===== config.mk =====
export PLATFORM = sky130hd
export DESIGN_NAME = mcl_host_endpoint_flat
export DESIGN_NICKNAME = d
export VERILOG_FILES = /design/src/rtl/mcl_host_endpoint_if.sv /design/src/rtl/mcl_host_endpoint.sv /design/src/flat_wrapper.sv
export SDC_FILE = /design/constraint.sdc
export NUM_CORES = 1
export LEC_CHECK = 0
export CAP_MARGIN = 20
export CORE_MARGIN = 2
export CORE_UTILIZATION = 25
export CTS_CLUSTER_SIZE = 8
export DETAILED_ROUTE_END_ITERATION = 16
export HOLD_SLACK_MARGIN = 0.03
export PLACE_DENSITY = 0.44
export SYNTH_ARGS = -nofsm -noshare
export SYNTH_HDL_FRONTEND = slang
export SYNTH_SLANG_ARGS = --single-unit
export TNS_END_PERCENT = 100

===== constraint.sdc =====
create_clock -name clk_i -period 5.45 [get_ports clk_i]
set_clock_uncertainty 0.15 [all_clocks]
set_input_delay 0.545 -clock clk_i [delete_from_list [all_inputs] [get_ports clk_i]]
set_output_delay 0.545 -clock clk_i [all_outputs]
set_load 0.005 [all_outputs]

===== src/rtl/mcl_host_endpoint_if.sv =====
// mcl_host_endpoint_if
//   Bundles the host-side and link-side packet handshakes of one mcl endpoint.
//   Signal names are from the endpoint's point of view (_i = into the endpoint).
//
//   Handshake rules:
//     host request : a packet moves when host_v_i & host_ready_o in the same cycle.
//     link request : a packet moves when link_v_o & link_ready_i in the same cycle.
//     link response: a packet moves when link_v_i & link_ready_o in the same cycle.
//     host response: valid/yumi. host_v_o offers the head packet and host_yumi_i
//                    consumes it in that cycle; yumi is only legal while host_v_o=1.
//   A valid, once raised, does not depend on the partner's ready/yumi in that cycle.
//
//   Modports
//     slave  : the endpoint (mcl_host_endpoint)
//     master : the environment driving host and link stimulus
interface mcl_host_endpoint_if #(
  parameter int data_width_p = 80
);
  logic                    host_v_i;
  logic [data_width_p-1:0] host_data_i;
  logic                    host_ready_o;
  logic                    host_v_o;
  logic [data_width_p-1:0] host_data_o;
  logic                    host_yumi_i;
  logic                    link_v_o;
  logic [data_width_p-1:0] link_data_o;
  logic                    link_ready_i;
  logic                    link_v_i;
  logic [data_width_p-1:0] link_data_i;
  logic                    link_ready_o;

  modport slave (
    input  host_v_i, host_data_i, host_yumi_i, link_ready_i, link_v_i, link_data_i,
    output host_ready_o, host_v_o, host_data_o, link_v_o, link_data_o, link_ready_o
  );

  modport master (
    output host_v_i, host_data_i, host_yumi_i, link_ready_i, link_v_i, link_data_i,
    input  host_ready_o, host_v_o, host_data_o, link_v_o, link_data_o, link_ready_o
  );
endinterface


===== src/rtl/mcl_host_endpoint.sv =====
// mcl_host_endpoint
//   Host-side endpoint of one manycore link. Host request packets are buffered in a
//   request FIFO and issued to the link only while credits are available; each issue
//   consumes a credit. Link responses are buffered in a response FIFO and handed to
//   the host on a valid/yumi interface; each consumed response returns a credit.
//
//   Ports
//     clk_i, reset_i : clock, asynchronous active-high reset
//     bus            : mcl_host_endpoint_if.slave (host request/response, link
//                      request/response handshakes)
//     credits_o      : credits currently available (max_credits_p after reset)
//     error_o        : sticky protocol error (yumi without valid, or a response
//                      accepted while no request is outstanding)
//     req_count_o    : issued link requests, wraps at 2^32   (MCL_ENDPOINT_COUNTERS_EN)
//     resp_count_o   : accepted link responses, wraps at 2^32 (MCL_ENDPOINT_COUNTERS_EN)
//
//   Optional feature: define MCL_ENDPOINT_COUNTERS_EN to add the two counter ports.
//
//   Both FIFOs track occupancy with a count, so every slot is usable. Ready is taken
//   from the pre-dequeue state: a full FIFO refuses an enqueue even if it dequeues in
//   the same cycle. Outputs are driven only from registered state (no bypass), so a
//   packet enqueued in cycle N is visible at the far side in N+1 at the earliest.
module mcl_host_endpoint #(
  parameter int data_width_p  = 80,
  parameter int req_els_p     = 4,
  parameter int resp_els_p    = 4,
  parameter int max_credits_p = 4
) (
  input  logic                                 clk_i,
  input  logic                                 reset_i,
  mcl_host_endpoint_if.slave                   bus,
  output logic [$clog2(max_credits_p+1)-1:0]   credits_o,
  output logic                                 error_o
`ifdef MCL_ENDPOINT_COUNTERS_EN
  ,
  output logic [31:0]                          req_count_o,
  output logic [31:0]                          resp_count_o
`endif
);

  localparam int credit_w_lp   = $clog2(max_credits_p + 1);
  localparam int req_ptr_w_lp  = $clog2(req_els_p);
  localparam int req_cnt_w_lp  = $clog2(req_els_p + 1);
  localparam int resp_ptr_w_lp = $clog2(resp_els_p);
  localparam int resp_cnt_w_lp = $clog2(resp_els_p + 1);

  // Elaboration-time parameter checks.
  if (req_els_p < 2) begin : g_bad_req_els
    $error("mcl_host_endpoint: req_els_p must be >= 2");
  end
  if (resp_els_p < 2) begin : g_bad_resp_els
    $error("mcl_host_endpoint: resp_els_p must be >= 2");
  end
  if (max_credits_p < 1 || max_credits_p > resp_els_p) begin : g_bad_credits
    $error("mcl_host_endpoint: max_credits_p must be in 1..resp_els_p");
  end

  // ---------------------------------------------------------------------------
  // Request FIFO (host -> link)
  // ---------------------------------------------------------------------------
  logic [data_width_p-1:0] req_mem [req_els_p];
  logic [req_ptr_w_lp-1:0] req_wr_ptr_r, req_rd_ptr_r;
  logic [req_cnt_w_lp-1:0] req_cnt_r;
  logic                    req_full, req_empty, req_enq, req_deq;

  // ---------------------------------------------------------------------------
  // Response FIFO (link -> host)
  // ---------------------------------------------------------------------------
  logic [data_width_p-1:0]  resp_mem [resp_els_p];
  logic [resp_ptr_w_lp-1:0] resp_wr_ptr_r, resp_rd_ptr_r;
  logic [resp_cnt_w_lp-1:0] resp_cnt_r;
  logic                     resp_full, resp_empty, resp_enq, resp_deq;

  logic [credit_w_lp-1:0] credits_r;
  logic                   credits_at_max;
  logic                   error_r, error_set;
  logic                   link_v;

  assign req_full   = (req_cnt_r == req_cnt_w_lp'(req_els_p));
  assign req_empty  = (req_cnt_r == '0);
  assign resp_full  = (resp_cnt_r == resp_cnt_w_lp'(resp_els_p));
  assign resp_empty = (resp_cnt_r == '0);

  assign credits_at_max = (credits_r == credit_w_lp'(max_credits_p));

  // A request is only offered to the link while a credit is available.
  assign link_v   = ~req_empty & (credits_r != '0);

  assign req_enq  = bus.host_v_i & ~req_full;
  assign req_deq  = link_v & bus.link_ready_i;
  assign resp_enq = bus.link_v_i & ~resp_full;
  // Yumi with an empty response FIFO is a protocol error and does not pop.
  assign resp_deq = bus.host_yumi_i & ~resp_empty;

  assign error_set = (bus.host_yumi_i & resp_empty) | (resp_enq & credits_at_max);

  // Storage has no reset; the data outputs are masked whenever the FIFO is empty.
  always_ff @(posedge clk_i) begin
    if (req_enq) req_mem[req_wr_ptr_r] <= bus.host_data_i;
  end

  always_ff @(posedge clk_i) begin
    if (resp_enq) resp_mem[resp_wr_ptr_r] <= bus.link_data_i;
  end

  always_ff @(posedge clk_i or posedge reset_i) begin
    if (reset_i) begin
      req_wr_ptr_r <= '0;
      req_rd_ptr_r <= '0;
      req_cnt_r    <= '0;
    end else begin
      if (req_enq) begin
        req_wr_ptr_r <= (req_wr_ptr_r == req_ptr_w_lp'(req_els_p - 1)) ? '0
                        : req_wr_ptr_r + req_ptr_w_lp'(1);
      end
      if (req_deq) begin
        req_rd_ptr_r <= (req_rd_ptr_r == req_ptr_w_lp'(req_els_p - 1)) ? '0
                        : req_rd_ptr_r + req_ptr_w_lp'(1);
      end
      if (req_enq & ~req_deq)      req_cnt_r <= req_cnt_r + req_cnt_w_lp'(1);
      else if (~req_enq & req_deq) req_cnt_r <= req_cnt_r - req_cnt_w_lp'(1);
    end
  end

  always_ff @(posedge clk_i or posedge reset_i) begin
    if (reset_i) begin
      resp_wr_ptr_r <= '0;
      resp_rd_ptr_r <= '0;
      resp_cnt_r    <= '0;
    end else begin
      if (resp_enq) begin
        resp_wr_ptr_r <= (resp_wr_ptr_r == resp_ptr_w_lp'(resp_els_p - 1)) ? '0
                         : resp_wr_ptr_r + resp_ptr_w_lp'(1);
      end
      if (resp_deq) begin
        resp_rd_ptr_r <= (resp_rd_ptr_r == resp_ptr_w_lp'(resp_els_p - 1)) ? '0
                         : resp_rd_ptr_r + resp_ptr_w_lp'(1);
      end
      if (resp_enq & ~resp_deq)      resp_cnt_r <= resp_cnt_r + resp_cnt_w_lp'(1);
      else if (~resp_enq & resp_deq) resp_cnt_r <= resp_cnt_r - resp_cnt_w_lp'(1);
    end
  end

  // Credits: issue takes one, a consumed response gives one back. Both in the same
  // cycle cancel. A return at the maximum (only possible after a spurious
  // response) saturates instead of wrapping. Issue never happens at zero.
  always_ff @(posedge clk_i or posedge reset_i) begin
    if (reset_i) begin
      credits_r <= credit_w_lp'(max_credits_p);
    end else if (req_deq & ~resp_deq) begin
      credits_r <= credits_r - credit_w_lp'(1);
    end else if (resp_deq & ~req_deq & ~credits_at_max) begin
      credits_r <= credits_r + credit_w_lp'(1);
    end
  end

  always_ff @(posedge clk_i or posedge reset_i) begin
    if (reset_i) error_r <= 1'b0;
    else if (error_set) error_r <= 1'b1;
  end

`ifdef MCL_ENDPOINT_COUNTERS_EN
  logic [31:0] req_count_r, resp_count_r;

  always_ff @(posedge clk_i or posedge reset_i) begin
    if (reset_i) begin
      req_count_r  <= '0;
      resp_count_r <= '0;
    end else begin
      if (req_deq)  req_count_r  <= req_count_r + 32'd1;
      if (resp_enq) resp_count_r <= resp_count_r + 32'd1;
    end
  end

  assign req_count_o  = req_count_r;
  assign resp_count_o = resp_count_r;
`endif

  // Handshake outputs are forced low while reset is held, data outputs to zero.
  assign bus.host_ready_o = ~reset_i & ~req_full;
  assign bus.link_v_o     = ~reset_i & link_v;
  assign bus.link_data_o  = (reset_i | req_empty) ? '0 : req_mem[req_rd_ptr_r];
  assign bus.link_ready_o = ~reset_i & ~resp_full;
  assign bus.host_v_o     = ~reset_i & ~resp_empty;
  assign bus.host_data_o  = (reset_i | resp_empty) ? '0 : resp_mem[resp_rd_ptr_r];
  assign credits_o        = credits_r;
  assign error_o          = error_r;

endmodule


===== src/flat_wrapper.sv =====
// flat-port wrapper written by rule: the top's interface ports become plain ports
module mcl_host_endpoint_flat 
#(
  parameter int data_width_p  = 80,
  parameter int req_els_p     = 4,
  parameter int resp_els_p    = 4,
  parameter int max_credits_p = 4
)
  (clk_i, reset_i, credits_o, error_o, bus_host_v_i, bus_host_data_i, bus_host_yumi_i, bus_link_ready_i, bus_link_v_i, bus_link_data_i, bus_host_ready_o, bus_host_v_o, bus_host_data_o, bus_link_v_o, bus_link_data_o, bus_link_ready_o);
  mcl_host_endpoint_if #(.data_width_p(data_width_p)) bus_i ();
  input  logic clk_i;
  input  logic reset_i;
  output logic [$clog2(max_credits_p+1)-1:0] credits_o;
  output logic error_o;
  input wire logic [$bits(bus_i.host_v_i)-1:0] bus_host_v_i;
  input wire logic [$bits(bus_i.host_data_i)-1:0] bus_host_data_i;
  input wire logic [$bits(bus_i.host_yumi_i)-1:0] bus_host_yumi_i;
  input wire logic [$bits(bus_i.link_ready_i)-1:0] bus_link_ready_i;
  input wire logic [$bits(bus_i.link_v_i)-1:0] bus_link_v_i;
  input wire logic [$bits(bus_i.link_data_i)-1:0] bus_link_data_i;
  output wire logic [$bits(bus_i.host_ready_o)-1:0] bus_host_ready_o;
  output wire logic [$bits(bus_i.host_v_o)-1:0] bus_host_v_o;
  output wire logic [$bits(bus_i.host_data_o)-1:0] bus_host_data_o;
  output wire logic [$bits(bus_i.link_v_o)-1:0] bus_link_v_o;
  output wire logic [$bits(bus_i.link_data_o)-1:0] bus_link_data_o;
  output wire logic [$bits(bus_i.link_ready_o)-1:0] bus_link_ready_o;
  assign bus_i.host_v_i = bus_host_v_i;
  assign bus_i.host_data_i = bus_host_data_i;
  assign bus_i.host_yumi_i = bus_host_yumi_i;
  assign bus_i.link_ready_i = bus_link_ready_i;
  assign bus_i.link_v_i = bus_link_v_i;
  assign bus_i.link_data_i = bus_link_data_i;
  assign bus_host_ready_o = bus_i.host_ready_o;
  assign bus_host_v_o = bus_i.host_v_o;
  assign bus_host_data_o = bus_i.host_data_o;
  assign bus_link_v_o = bus_i.link_v_o;
  assign bus_link_data_o = bus_i.link_data_o;
  assign bus_link_ready_o = bus_i.link_ready_o;
  mcl_host_endpoint #(.data_width_p(data_width_p), .req_els_p(req_els_p), .resp_els_p(resp_els_p), .max_credits_p(max_credits_p)) u_core (.clk_i(clk_i), .reset_i(reset_i), .bus(bus_i), .credits_o(credits_o), .error_o(error_o));
endmodule

# Word-level counts from Yosys, hierarchy flattened
# Memories as Yosys holds them, arrays and structs flattened.
# Cells that the tools add are included.
[classes]
add_sub_neg = 10
eq_ne = 7
muxes = 16
bitwise_logic = 31
reduce_logical = 6
[op_table]
columns = ["operator", "count"]
rows = [
  ["$mux 80", 2],
  ["$and 1x1->1", 18],
  ["$mux 3", 6],
  ["$not 1->1", 10],
  ["$add 3x1->3 const B", 3],
  ["$eq 3x3->1 const B", 3],
  ["$sub 3x1->3 const B", 3],
  ["$add 2x1->2 const B", 4],
  ["$eq 2x2->1 const B", 4],
  ["$mux 2", 4],
  ["$logic_not 3->1", 2],
  ["$reduce_bool 2->1", 3],
  ["$mux 1", 4],
  ["$or 1x1->1", 3],
  ["$reduce_bool 3->1", 1],
]
[totals]
ff_bits = 18
ramBits = 640
output_inout_bits = 168
n_memories = 2
[memory_table]
columns = ["memory", "depth", "width", "read_ports", "rd_clocked_by_memory_dff", "write_ports", "line_no", "rtl"]
rows = [
  ["u_core.req_mem", 4, 80, 1, 0, 1, "mcl_host_endpoint.sv:61", "logic [data_width_p-1:0] req_mem [req_els_p];"],
  ["u_core.resp_mem", 4, 80, 1, 0, 1, "mcl_host_endpoint.sv:69", "logic [data_width_p-1:0] resp_mem [resp_els_p];"],
]

# Longest topological paths before layout
# Gate-level depths: netlist of run 1.
[logic_depth]
ltp_word = 9
ltp_mapped = 10
mapped_depth_nobuf = 9

# Worst setup path after synthesis of run 1
# Ideal clock, no wire load.
[synth_path]
path_kind = "flip-flop to flip-flop"
startpoint = "register u_core.resp_cnt_r[0]"
endpoint = "memory u_core.resp_mem[0][0], enable pin"
t_arrival_ns = 2.873
t_required_ns = 4.853
setup_slack_ns = 1.980
path_stages_with_launch = 4
path_buffers = 0
period_less_slack_ns = 3.470
cell_sequence = "dfrtp_1 nor2_1 a21boi_1 and2_1"
[synth_via]
elab_chain_cells = 5
[synth_rtl]
columns = ["item", "line_no", "rtl"]
rows = [
  ["from (decl)", "mcl_host_endpoint.sv:71", "logic [resp_cnt_w_lp-1:0] resp_cnt_r;"],
  ["from (signal assigned)", "mcl_host_endpoint.sv:139", "if (resp_enq & ~resp_deq) resp_cnt_r <= resp_cnt_r + resp_cnt_w_lp'(1);"],
  ["from (signal assigned)", "mcl_host_endpoint.sv:140", "else if (~resp_enq & resp_deq) resp_cnt_r <= resp_cnt_r - resp_cnt_w_lp'(1);"],
  ["$eq 3x3->1", "mcl_host_endpoint.sv:81", "assign resp_full = (resp_cnt_r == resp_cnt_w_lp'(resp_els_p));"],
  ["$not 1->1", "mcl_host_endpoint.sv:91", "assign resp_enq = bus.link_v_i & ~resp_full;"],
  ["$and 1x1->1", "mcl_host_endpoint.sv:91", ""],
  ["named net u_core.resp_enq", "mcl_host_endpoint.sv:72", "logic resp_full, resp_empty, resp_enq, resp_deq;"],
  ["$mux 1", "mcl_host_endpoint.sv:103", "if (resp_enq) resp_mem[resp_wr_ptr_r] <= bus.link_data_i;"],
  ["$mux 1 (implied by the code)", "mcl_host_endpoint.sv:103", ""],
  ["to (decl)", "mcl_host_endpoint.sv:69", ""],
]
# The timed path passes the listed nets, and every way through them passes these cells.

# Worst setup path in the final report of run 1
[layout_path]
startpoint = "register u_core.resp_rd_ptr_r[0]"
endpoint = "output port bus_host_data_o[56]"
[layout_via]
elab_chain_cells = 2
[layout_rtl]
columns = ["item", "line_no", "rtl"]
rows = [
  ["from (decl)", "mcl_host_endpoint.sv:70", "logic [resp_ptr_w_lp-1:0] resp_wr_ptr_r, resp_rd_ptr_r;"],
  ["from (signal assigned)", "mcl_host_endpoint.sv:136", "resp_rd_ptr_r <= (resp_rd_ptr_r == resp_ptr_w_lp'(resp_els_p - 1)) ? '0"],
  ["$mem_v2 4x80", "--", ""],
  ["$mux 80", "mcl_host_endpoint.sv:185", "assign bus.host_data_o = (reset_i | resp_empty) ? '0 : resp_mem[resp_rd_ptr_r];"],
  ["to (decl)", "flat_wrapper.sv:23", "output wire logic [$bits(bus_i.host_data_o)-1:0] bus_host_data_o;"],
]
# No other way between the ends.

==> results.sh, run 1 <==
export IMPL_area_growth_pct=30.1
export IMPL_hold_viol=0
export IMPL_place_area_um2=30200
export IMPL_endpoint_kind="primary output"
export IMPL_dp_cells=2731
export IMPL_final_cells=2865
export IMPL_synth_nets=1309
export IMPL_grt_pass1_vias=13300
export IMPL_totalWireLength_um=61200
export IMPL_critPathMaxFanout=44
export IMPL_path_buf_inv=2
export IMPL_cp_top_family="flip-flops"
export IMPL_rows=116
export IMPL_syn_area_per_cell_um2=22.4
export IMPL_finalPower_w=0.0173
export IMPL_fmax_mhz=249
export IMPL_vdd_drop_max_uv=259
export IMPL_ys_ff_latch=658
export IMPL_gr_total_overflow=0
export IMPL_cts_resized=0
export IMPL_critPathKind="flop to primary output"
export IMPL_power_leakage_nw=10.5
export IMPL_fp_dieH_um=322
export IMPL_slew_headroom_pct=31.9
export IMPL_drtAntennaViolNets=0
export IMPL_hold_buffers=0
export IMPL_min_period_over_period_pct=73.7
export IMPL_start_util_pct=25.2
export IMPL_postCtsSetupBuffers=0
export IMPL_port_buffers=333
export IMPL_syn_area_um2=25200
export IMPL_status="finished, final reports clean"
export IMPL_final_common_cell="edfxtp_1"
export IMPL_ff_latch_area_um2=19700
export IMPL_synth_distinct_cells=35
export IMPL_maxCapViolCount=0
export IMPL_clock_latency_ns=0.64
export IMPL_cts_sinks=658
export IMPL_powerDensity_nw_per_um2=527
export IMPL_path_clk_slew_ns=0.05
export IMPL_first_pass_iters=6
export IMPL_synth_edf_count=640
export IMPL_fin_area_um2=32900
export IMPL_crit_slowest_cell="dfrtp_4"
export IMPL_cts_max_path_buffers=3
export IMPL_drive_gt1_share_pct=19.8
export IMPL_finalMaxSlewViolations=0
export IMPL_fin_setup_tns_ns=0
export IMPL_die_x_um=322
export IMPL_final_cell_mix="640 x edfxtp_1, 333 x clkdlybuf4s50_1, 160 x mux4_2"
export IMPL_final_util_pct=32.8
export IMPL_grt_use_total_pct=11.8
export IMPL_viasPerCell=4.29
export IMPL_hold_path_class="input port to async pin"
export IMPL_setup_worst_path_start_class="flop"
export IMPL_first_iter_violations=750
export IMPL_min_period_ns=4.01
export IMPL_core_um2=100000
export IMPL_syn_instance_count=1128
export IMPL_wl_per_cell_um=21.4
export IMPL_cts_buffers=93
export IMPL_synth_ff_type="edfxtp_1"
export IMPL_ctsRootBufferMaster="clkbuf_16"
export IMPL_synth_yosys_seq_area_share_pct=77.9
export IMPL_synthArstFlopShare_pct=2.74
export IMPL_fp_dieArea_um2=104000
export IMPL_dp_hpwl_um=36000
export IMPL_gp_congestion=0.682
export IMPL_vias=12300
export IMPL_cts_tree="built"
export IMPL_grt_max_degree=82
export IMPL_nNetsFinal=1709
export IMPL_setup_viol=0
export IMPL_h_tree_depth=3
export IMPL_worstMarginPinSlew_ns=1.02
export IMPL_multi_input_area_um2=5310
export IMPL_nFillCells=9617
export IMPL_rsz0062_at_grt="no"
export IMPL_path_cells="buf_4 -> mux4_2 -> and2_1 -> clkdlybuf4s50_1"
export IMPL_io_pins=334
export IMPL_drc=0
export IMPL_grt_antenna_before_repair=15
export IMPL_cp_arrival_ns=3.32
export IMPL_critPathRequiredTime_ns=4.76
export IMPL_slowest_delay_ns=1.06
export IMPL_grt_pass1_wl_um=89000
export IMPL_yosys_warnings=0
==> through the flow <==
step	hold slack, ns	worst slack (ns)
after global routing	0.270	1.15
final	0.247	1.44
after floorplan	0.313	1.98
after detailed placement	0.320	1.86
after global placement	0.318	1.95
after CTS	0.193	1.24
==> cell type report <==
| cell class | count | share of cell area [%] |
|---|---|---|
| flip-flops and latches | 658 | 59.9 |
| clock inverters | 8 | 0.259 |
| inverters | 11 | 0.126 |
| diodes | 3 | 0.0229 |
| repair buffers | 359 | 10.9 |
| well taps | 1298 | 4.94 |
| clock buffers | 123 | 7.65 |
| multi-input cells | 405 | 16.2 |
==> tightest hold or removal path: stages <==
cell             delay [ns]
clkdlybuf4s50_1        0.50
inv_1                  0.09
buf_4                  0.29
==> kinds of logic after synthesis <==
family,Yosys count,share of synthesized area (%)
AOI/OAI and AO/OA,22,0.654
xor gates and xnor gates,7,0.243
adders and majority gates,15,0.833
buffers and inverters,65,1.22
DFF,658,77.9
muxes,165,14.5
and+or+nand+nor,196,4.65
==> worst paths after layout <==
| kind | start | end | slack, ns | cells after the start |
|---|---|---|---|---|
| max reg2reg | u_core.req_cnt_r[0] | u_core.req_mem[2][37] | 2.43 | 4 |
| max in group asynchronous | reset_i | u_core.credits_o[2] | 4.62 | 3 |
| max | u_core.resp_rd_ptr_r[0] | bus_host_data_o[56] | 1.44 | 4 |
| min reg2reg | u_core.error_o | u_core.error_o | 0.32 | 2 |
| min | reset_i | u_core.resp_wr_ptr_r[1] | 0.25 | 3 |
| min in group clk_i | u_core.error_o | u_core.error_o | 0.32 | 2 |
==> sequential cells by signal (all words and copies together) (netlist names) <==
signal	flops
u_core.req_mem	320
u_core.resp_mem	320
u_core.credits_o	3
u_core.req_cnt_r	3
u_core.resp_cnt_r	3
u_core.req_rd_ptr_r	2
u_core.req_wr_ptr_r	2
u_core.resp_rd_ptr_r	2
u_core.resp_wr_ptr_r	2
u_core.error_o	1
==> Yosys cell counts (2+ instances only) <==
cell      number  area, um2
edfxtp_1     640      19200
mux4_2       160       3600
and2_1        89        557
nor2b_1       80        500
clkbuf_1      22       82.6
dfrtp_1       17        425
buf_2         12       60.1
ha_1          12        150
nor2_1        12       45.0
buf_4         11       82.6
inv_1         11       41.3
buf_1          8       30.0
nand2_1        6       22.5
o21ai_0        6       30.0
mux2_2         5       56.3
nor3_1         5       25.0
a21oi_1        4       20.0
xor2_1         4       35.0
fa_1           3       60.1
o31ai_1        3       22.5
xnor2_1        3       26.3
a21boi_1       2       15.0
==> layer usage <==
layer  GRT usage, %  vias to the layer above  part of all wire (%)
li1               -                     5383                     -
met1           15.3                     6412                    43
met2           17.6                      346                    45
met3           5.04                      133                   9.6
met4           4.31                       30                   2.7
met5              0                        -                  0.31
==> power by group <==
part           internal, W  leakage (nW)  switching (W)
registers          0.00667          6.07       0.000630
clock network      0.00320          1.26        0.00204
logic              0.00268          3.12        0.00211
Power figures use the tool's default switching activity.
==> run 2: changes to the inputs <==
==> constraint.sdc (replaced) <==
create_clock -name clk_i -period 4.1 [get_ports clk_i]
set_clock_uncertainty 0.15 [all_clocks]
set_input_delay 0.41 -clock clk_i [delete_from_list [all_inputs] [get_ports clk_i]]
set_output_delay 0.41 -clock clk_i [all_outputs]
set_load 0.005 [all_outputs]
==> run 2 against run 1 <==
Effect of this change:
- design area increased by 0.50%
- hold slack improved by 0.0068 ns
- clock-buffer cell count decreased by 1
- final cell count increased by 0.28%
- combinational power increased by 41%
- critical path depth unchanged
- die area unchanged
- worst setup slack got worse by 0.92 ns
- total power increased by 33%
- first-iteration DRC count decreased by 7.7%
- via count increased by 0.34%
- register-to-register slack got worse by 1.1 ns
==> results.sh, run 2 (synthesis gave the netlist of run 1 again) <==
export IMPL_reg_largest_list="u_core.req_mem (320), u_core.resp_mem (320)"
export IMPL_fin_ws_ns=0.518
export IMPL_gr_total_overflow=0
export IMPL_pre_cts_ws_ns=0.978
export IMPL_fp_dieArea_um2=104000
export IMPL_grt_use_total_pct=12.1
export IMPL_worstMarginPinSlew_ns=0.917
export IMPL_maxCapViolCount=0
export IMPL_setup_worst_path_start_class="flop"
export IMPL_start_util_pct=25.2
export IMPL_grt_pass1_vias=13600
export IMPL_critPathKind="flop to primary output"
export IMPL_r2r_slack_ns=1.33
export IMPL_viasPerCell=4.30
export IMPL_final_cell_mix="640 x edfxtp_1, 333 x clkdlybuf4s50_1, 160 x mux4_2"
export IMPL_die_x_um=322
export IMPL_critPathMaxFanout=22
export IMPL_fmax_mhz=279
export IMPL_grt_util_met2_pct=18.5
export IMPL_min_period_over_period_pct=87.4
export IMPL_drc=0
export IMPL_rr_worst_depth=9
export IMPL_status="finished, final reports clean"
export IMPL_hold_buffers=0
export IMPL_cts_sinks=658
export IMPL_grt_util_met1_pct=15.4
export IMPL_clock_latency_ns=0.63
export IMPL_grt_max_degree=52
export IMPL_vdd_drop_max_uv=346
export IMPL_top_usage_layer="met2"
export IMPL_ctsRootBufferMaster="clkbuf_16"
export IMPL_timing_rr_start="u_core.req_cnt_r[0]"
export IMPL_power_leakage_nw=10.5
export IMPL_min_from="bus_host_data_i[55]"
export IMPL_grt_pass1_wl_um=90900
export IMPL_critPathRequiredTime_ns=3.54
export IMPL_gp_congestion=0.695
export IMPL_hold_viol=0
export IMPL_vias=12300
export IMPL_hold_path_class="input port to flop"
export IMPL_cts_resized=0
export IMPL_slew_headroom_pct=38.9
export IMPL_cts_tree="built"
export IMPL_final_util_pct=33.0
export IMPL_area_growth_pct=30.8
export IMPL_io_pins=334
export IMPL_dp_hpwl_um=37600
export IMPL_fin_setup_tns_ns=0
export IMPL_drtAntennaViolNets=0
export IMPL_first_iter_violations=692
export IMPL_rows=116
export IMPL_whs_endpoint="u_core.req_mem[2][55]"
export IMPL_endpoint_kind="primary output"
export IMPL_timing_rr_end="u_core.req_cnt_r[2]"
export IMPL_grt_antenna_before_repair=19
export IMPL_min_path_cells=1
export IMPL_postCtsSetupBuffers=0
export IMPL_finalMaxSlewViolations=0
export IMPL_totalWireLength_um=62000
export IMPL_nNetsFinal=1721
export IMPL_core_um2=100000
export IMPL_drive_gt1_share_pct=20.3
export IMPL_fp_dieH_um=322
export IMPL_first_pass_iters=4
export IMPL_nFillCells=9563
export IMPL_cts_max_path_buffers=3
export IMPL_rsz0062_at_grt="no"
export IMPL_port_buffers=333
export IMPL_powerDensity_nw_per_um2=699
export IMPL_setup_viol=0
export IMPL_h_tree_depth=3
export IMPL_final_common_cell="edfxtp_1"
export IMPL_cp_arrival_ns=3.02
export IMPL_use_met3_pct=5.19
export IMPL_path_clk_slew_ns=0.05
export IMPL_cts_buffers=93
export IMPL_min_period_ns=3.58
export IMPL_wl_per_cell_um=21.6
[run 2: changes by cell type in the layout (fill, tap and decap cells not counted), sizes merged]
cell and delta:
diode -2, inv -1, buf +12, clkinvlp +1, clkbuf -1, bufinv -1
[run 2: metal layers]
| layer | up-vias | routed length, um |
|---|---|---|
| met5 | - | 230 |
| met4 | 36 | 1550 |
| met1 | 6389 | 26700 |
| li1 | 5399 | - |
| met3 | 151 | 5390 |
| met2 | 371 | 28100 |
[run 2: worst max-delay path by stage]
stage	from	endpoint	slack (ns)	cells past startpoint
floorplan	u_core.resp_cnt_r[0]	u_core.resp_mem[0][0]	0.63	3
global placement	reset_i	bus_host_data_o[37]	1.00	6
detailed placement	reset_i	bus_host_data_o[37]	0.98	6
CTS	u_core.resp_rd_ptr_r[0]	bus_host_data_o[15]	0.35	4
global route	u_core.resp_rd_ptr_r[0]	bus_host_data_o[10]	0.29	4
finish	u_core.resp_rd_ptr_r[0]	bus_host_data_o[15]	0.52	4
[run 2: critical path, cell delays in order (launching register included)]
cell	delay, ns
dfrtp_4	0.74
buf_4	0.41
mux4_2	0.54
and2_1	0.18
clkdlybuf4s50_1	0.52
[run 2: through the flow]
step,total power (W),cells,hold slack (ns),instance area [um2]
finish,0.0231,2873,0.254,33000
CTS,0.0237,2872,0.174,33000
global route,0.0244,2872,0.210,33000
detailed placement,0.0166,2743,0.343,30500
global placement,0.0166,2743,0.328,30500
floorplan,0.0133,1128,0.214,25200
[run 2: area by class of cell]
class | count | area, um2 | share of cell area, %
clock buffer | 122 | 2490 | 7.54
antenna | 1 | 2.50 | 0.00758
multi-input combinational | 405 | 5310 | 16.1
tap | 1298 | 1620 | 4.92
timing repair buffer | 371 | 3810 | 11.5
inverter | 11 | 41.3 | 0.125
sequential | 658 | 19700 | 59.6
clock inverter | 7 | 65.1 | 0.197
[run 2: where the power goes]
part	internal (W)	switching (W)
Sequential	0.00886	0.000598
Combinational	0.00370	0.00307
Clock	0.00416	0.00270
Total	0.0167	0.00637
